### config.mk
export PLATFORM = sky130hd
export DESIGN_NAME = spike_serializer
export DESIGN_NICKNAME = d
export VERILOG_FILES = /design/src/rtl/snn_pkg.sv /design/src/rtl/slot_counter.sv /design/src/rtl/spike_serializer.sv
export SDC_FILE = /design/constraint.sdc
export NUM_CORES = 1
export LEC_CHECK = 0
export ABC_AREA = 1
export CORE_AREA = 2 2 113 87
export CTS_CLUSTER_DIAMETER = 60
export DETAILED_ROUTE_END_ITERATION = 8
export DIE_AREA = 0 0 115 89
export GPL_TIMING_DRIVEN = 0
export HOLD_SLACK_MARGIN = 0.08
export PLACE_DENSITY_LB_ADDON = 0.1
export SLEW_MARGIN = 20
export SYNTH_ARGS = -nofsm -noshare
export SYNTH_HDL_FRONTEND = slang
export SYNTH_HIERARCHICAL = 1
export SYNTH_SLANG_ARGS = --single-unit
### constraint.sdc
create_clock -name clk -period 4.2 [get_ports clk]
set_clock_uncertainty 0.05 [all_clocks]
set_input_delay 0.42 -clock clk [delete_from_list [all_inputs] [get_ports clk]]
set_output_delay 0.42 -clock clk [all_outputs]
set_load 0.1 [all_outputs]
### src/rtl/snn_pkg.sv
// Shared FSM state encodings and slot-length helper for the spike serializer blocks.
package snn_pkg;

   localparam int unsigned STATE_W = 2;

   typedef logic [STATE_W-1:0] state_t;

   localparam logic [1:0] ST_IDLE = 2'd0;
   localparam logic [1:0] ST_LOAD = 2'd1;
   localparam logic [1:0] ST_EMIT = 2'd2;
   localparam logic [1:0] ST_DONE = 2'd3;

   // Cycles per synapse slot for a given weight width.
   function automatic int unsigned slot_len(input int unsigned width);
      return (32'd1 << width) - 32'd1;
   endfunction

endpackage

### src/rtl/slot_counter.sv
// Free-running cycle counter within one synapse slot; wraps after SLOT cycles.
module slot_counter
   import snn_pkg::*;
#(
   parameter int unsigned WIDTH = 8
) (
   input  logic             clk_i,
   input  logic             rst_ni,
   input  logic             clear_i,
   input  logic             en_i,
   output logic             tc_o,
   output logic [WIDTH-1:0] count_nxt_c
);

   localparam int unsigned SLOT = slot_len(WIDTH);

   logic [WIDTH-1:0] count_q, count_d;
   logic             tc_q, tc_d;

   always_comb begin
      count_d = count_q;
      if (clear_i) begin
         count_d = '0;
      end else if (en_i) begin
         count_d = tc_q ? '0 : count_q + WIDTH'(1);
      end
      // Terminal count flags the last cycle of the slot being entered.
      tc_d = (count_d == WIDTH'(SLOT - 1));
   end

   always_ff @(posedge clk_i or negedge rst_ni) begin
      if (!rst_ni) begin
         count_q <= '0;
         tc_q    <= 1'b0;
      end else begin
         count_q <= count_d;
         tc_q    <= tc_d;
      end
   end

   assign tc_o        = tc_q;
   assign count_nxt_c = count_d;

endmodule

### src/rtl/spike_serializer.sv
// Serializes per-synapse weights into a rate-coded spike train, one fixed-length slot per synapse.
module spike_serializer
   import snn_pkg::*;
#(
   parameter int unsigned WIDTH  = 8,
   parameter int unsigned HEIGHT = 7
) (
   input  logic                                              clk,
   input  logic                                              rst,
   input  logic                                              reset_circuit,
   input  logic                                              start,
   input  logic [HEIGHT-1:0]                                 pixels,
   input  logic [HEIGHT*WIDTH-1:0]                           weights,
   output logic                                              pixel_out,
   output logic                                              busy,
   output logic                                              done,
   output logic [$clog2(HEIGHT*slot_len(WIDTH)+1)-1:0]       spike_count
);

   localparam int unsigned SLOT    = slot_len(WIDTH);
   localparam int unsigned COUNT_W = $clog2(HEIGHT*SLOT+1);
   localparam int unsigned IDX_W   = (HEIGHT > 1) ? $clog2(HEIGHT) : 1;

   state_t                        state_q, state_d;
   logic [IDX_W-1:0]              slot_q, slot_d;
   logic [HEIGHT-1:0]             pix_q, pix_d;
   logic [HEIGHT-1:0][WIDTH-1:0]  w_q, w_d;
   logic                          pixel_out_q, pixel_out_d;
   logic                          busy_q, busy_d;
   logic                          done_q, done_d;
   logic [COUNT_W-1:0]            count_q, count_d, count_base;

   logic                          cnt_clear, cnt_en, cnt_tc;
   logic [WIDTH-1:0]              cyc_nxt;

   slot_counter #(
      .WIDTH (WIDTH)
   ) u_slot_counter (
      .clk_i       (clk),
      .rst_ni      (rst),
      .clear_i     (cnt_clear),
      .en_i        (cnt_en),
      .tc_o        (cnt_tc),
      .count_nxt_c (cyc_nxt)
   );

   // Next-state, capture and slot sequencing; frame abort overrides everything.
   always_comb begin
      state_d    = state_q;
      slot_d     = slot_q;
      pix_d      = pix_q;
      w_d        = w_q;
      cnt_clear  = 1'b0;
      cnt_en     = 1'b0;
      count_base = count_q;
      if (!reset_circuit) begin
         state_d = ST_IDLE;
      end else begin
         case (state_q)
            ST_IDLE: begin
               if (start) begin
                  state_d    = ST_LOAD;
                  count_base = '0;
               end
            end
            ST_LOAD: begin
               pix_d     = pixels;
               w_d       = weights;
               slot_d    = '0;
               cnt_clear = 1'b1;
               state_d   = ST_EMIT;
            end
            ST_EMIT: begin
               cnt_en = 1'b1;
               if (cnt_tc) begin
                  if (slot_q == IDX_W'(HEIGHT - 1)) begin
                     state_d = ST_DONE;
                  end else begin
                     slot_d = slot_q + IDX_W'(1);
                  end
               end
            end
            ST_DONE: begin
               state_d = ST_IDLE;
            end
            default: begin
               state_d = ST_IDLE;
            end
         endcase
      end
   end

   // Outputs are computed for the cycle being entered so they line up with the state.
   always_comb begin
      pixel_out_d = 1'b0;
      if (state_d == ST_EMIT) begin
         pixel_out_d = pix_d[slot_d] & (cyc_nxt < w_d[slot_d]);
      end
      busy_d  = (state_d == ST_LOAD) || (state_d == ST_EMIT);
      done_d  = (state_d == ST_DONE);
      count_d = count_base + COUNT_W'(pixel_out_d);
   end

   always_ff @(posedge clk or negedge rst) begin
      if (!rst) begin
         state_q     <= ST_IDLE;
         slot_q      <= '0;
         pix_q       <= '0;
         w_q         <= '0;
         pixel_out_q <= 1'b0;
         busy_q      <= 1'b0;
         done_q      <= 1'b0;
         count_q     <= '0;
      end else begin
         state_q     <= state_d;
         slot_q      <= slot_d;
         pix_q       <= pix_d;
         w_q         <= w_d;
         pixel_out_q <= pixel_out_d;
         busy_q      <= busy_d;
         done_q      <= done_d;
         count_q     <= count_d;
      end
   end

   assign pixel_out   = pixel_out_q;
   assign busy        = busy_q;
   assign done        = done_q;
   assign spike_count = count_q;

endmodule

==> results_dict.tcl <==
set metrics [dict create \
    cp.arrival_ps 4240 \
    p_comb_frac 0.409 \
    rr_worst_depth 26 \
    reg2reg_to "spike_count[10]$_DFF_PN0_" \
    antenna_found_initial 0 \
    synth-edff-count 0 \
    netlist.area_leader.share 0.481 \
    ys_types 36 \
    synth-async-reset-ratio 1.00 \
    die-width_um 115 \
    wire_per_inst_um 15.1 \
    maxSlewViolCount 0 \
    totalPowerFinal_w 0.00356 \
    via_per_inst 5.18 \
    clkLatencyLatePin_ps 350 \
    antenna_cells 0 \
    period_minus_slack_ps 4060 \
    rsz0062_at_grt "true" \
    critPathMaxStageDelay_ps 370 \
    hold_path_depth 2 \
    ys.flop_type "dfrtp_1" \
    synth_nets 638 \
    cts_root_buffer "clkbuf_16" \
    fin_cells 780 \
    drc 0 \
    cp.required_ps 4380 \
    syn2layout_area_growth_pct 33.6 \
    setup_ws_ps 144 \
    dp.cells 746 \
    finalSetupTns_ps 0 \
    drtPass1Iterations 5 \
    r2r_start "state_q[0]$_DFF_PN0_" \
    grtUsageTotal 0.244 \
    power.leakage_nw 3.12 \
    synth_cells 553 \
    yosys.area.top_type "dfrtp_1" \
    p_int_w 0.00225 \
    fmax_ghz 0.247 \
    cts_max_level 3 \
    clk_pin_slew_ps 60 \
    swShare 0.367 \
    yosys-top-cells-count "145 x nand2_1, 91 x dfrtp_1, 71 x inv_1" \
    syn_area_um2 4730 \
    antenna_left 0 \
    cts_made_buffers 9 \
    cap_violations 0 \
    globalplace.congestion 0.832 \
    ctsLongestPathBuffers 2 \
    grt_start_max_net_pins 63 \
    worstHoldStart "w_q[31]$_DFF_PN0_" \
    vias 4038 \
    peakVddDrop_mv 0.363 \
    yosys_warnings 6 \
    num_rows 30 \
    cp_max_fo 7 \
    hp-class "flip-flop to flip-flop" \
    ys_ff_latch 91 \
    power_frac_seq 0.364 \
    synth_area_leaders "dfrtp_1 48%, nand2_1 11%, inv_1 5.6%, ha_1 4.8%, o21ai_0 4.7%" \
    wirelength_mm 11.8 \
    setup_violations 0 \
    drive_above_1_share 0.198 \
    post-dp-hpwl_mm 8.16 \
    ios 81 \
    cts_sinks 91 \
    worst_pin_slew_ps 978 \
    path_buf_inv 5 \
    crit_family "simple AND/OR/NAND/NOR gates" \
    switching_power_w 0.00131 \
    final_util 0.702 \
    cp-end-kind "flip-flop" \
    first_global_vias 3987 \
    core_area_um2 9010 \
    yosysMostFrequentCell "nand2_1" \
    outcome "finished clean" \
    gr-total-overflow 0 \
    fp.dieH_um 89 \
    ys_seq_area_frac 0.481 \
    worst_setup_path_start_kind "flip-flop" \
    die-area_um2 10200 \
    power_density_nw_per_um2 563 \
    start_util 0.526 \
    dp_slack_ps -626 \
    fin_crit_sh 0.966 \
    numPortBuffers 80 \
    rrSetupSlack_ps 140 \
    hold_violations 0 \
    grt_pass1_wl_mm 19.2 \
    maxSlewHeadroom 0.346 \
    power.share.clock 0.227 \
    nets 748 \
    path_class "flip-flop to flip-flop" \
    cts_tree "yes" \
    crit_slowest_cell "dfrtp_1" \
    postSynthAreaPerCell_um2 8.56 \
    holdPathEnd "w_q[31]$_DFF_PN0_" \
    drt-initial-drc-count 242 \
]
final cells by class:
type	instances	area, um2
Fill cell	717	2680
Sequential cell	91	2280
Multi-Input combinational cell	364	2150
Timing Repair Buffer	100	977
Inverter	75	295
Clock buffer	9	225
Buffer	22	195
Tap cell	112	140
Clock inverter	7	68.8
worst max path at each step:
stage	start	end	slack, ps	cells after the start
global placement	rst	w_q[13]$_DFF_PN0_	-790	1
finish	state_q[0]$_DFF_PN0_	spike_count[10]$_DFF_PN0_	140	26
global route	state_q[0]$_DFF_PN0_	spike_count[10]$_DFF_PN0_	-170	28
floorplan	state_q[0]$_DFF_PN0_	spike_count[10]$_DFF_PN0_	310	24
detailed placement	reset_circuit	spike_count[10]$_DFF_PN0_	-630	22
CTS	state_q[0]$_DFF_PN0_	spike_count[10]$_DFF_PN0_	8	24
logic make-up after synthesis:
group	after synthesis	synth area share
xor gates and xnor gates	8	0.0148
DFF	91	0.481
and+or+nand+nor	237	0.233
adders and majority gates	18	0.0476
AOI/OAI and AO/OA	86	0.0973
muxes	15	0.0317
buffers and inverters	98	0.0949
registers in the layout, indices dropped and copies added, names as in the netlist:
| register | count |
|---|---|
| state_q | 2 |
| pixel_out | 1 |
| w_q | 56 |
| u_slot_counter/tc_o | 1 |
| busy | 1 |
| pix_q | 7 |
| slot_q | 3 |
| done | 1 |
| u_slot_counter/count_q | 8 |
| spike_count | 11 |
worst min-delay path, cell delays in order, from the launching register on:
cell     delay [ps]
dfrtp_1         320
nand2_1          50
nand2_1          70
cell usage in the layout, fill, tap and decap left out, drive strengths merged:
cell	instances
nand2	147
dfrtp	91
clkdlybuf4s50	78
inv	74
o21ai	51
buf	36
nand3	33
or2	27
a21oi	27
nor2	23
ha	18
mux2i	15
clkbuf	15
xor2	5
clkinv	4
nor3	4
clkinvlp	3
nand4	3
xnor2	3
a32o	2
o211ai	2
a211oi	1
o2111ai	1
bufinv	1
dlygate4sd3	1
dlygate4sd2	1
o21bai	1
a21o	1
what timing repair did:
action	4_1_cts	5_1_grt
endpoints found under the hold margin	29	0
gates resized for setup	23	42
pin swaps	15	24
buffers inserted	18	3
cloned	0	0
hold buffers	1	0
setup endpoints to repair	5	5
routing by layer:
layer | GRT usage | part of all wire | vias up
met1 | 0.324 | 0.45 | 1921
met5 | 0 | 0 | -
met3 | 0.0508 | 0.047 | 20
met4 | 0.0854 | 0.016 | 0
li1 | - | - | 1981
met2 | 0.405 | 0.49 | 116
through the flow:
step | hold slack (ps) | area [um2]
2_1_floorplan | 74.4 | 4730
3_3_place_gp | 404 | 5680
3_5_place_dp | 266 | 5700
4_1_cts | 427 | 6210
5_1_grt | 448 | 6330
6_report | 424 | 6330
power groups by stage:
| stage | Combinational, W | Clock (W) | Sequential [W] |
|---|---|---|---|
| after floorplan | 0.000859 | 0 | 0.00139 |
| after global placement | 0.00126 | 0 | 0.00130 |
| after detailed placement | 0.00131 | 0 | 0.00131 |
| after CTS | 0.00139 | 0.000818 | 0.00130 |
| after global routing | 0.00164 | 0.000851 | 0.00133 |
| final | 0.00145 | 0.000807 | 0.00130 |
Note: power is estimated with default switching activity, not from simulation.
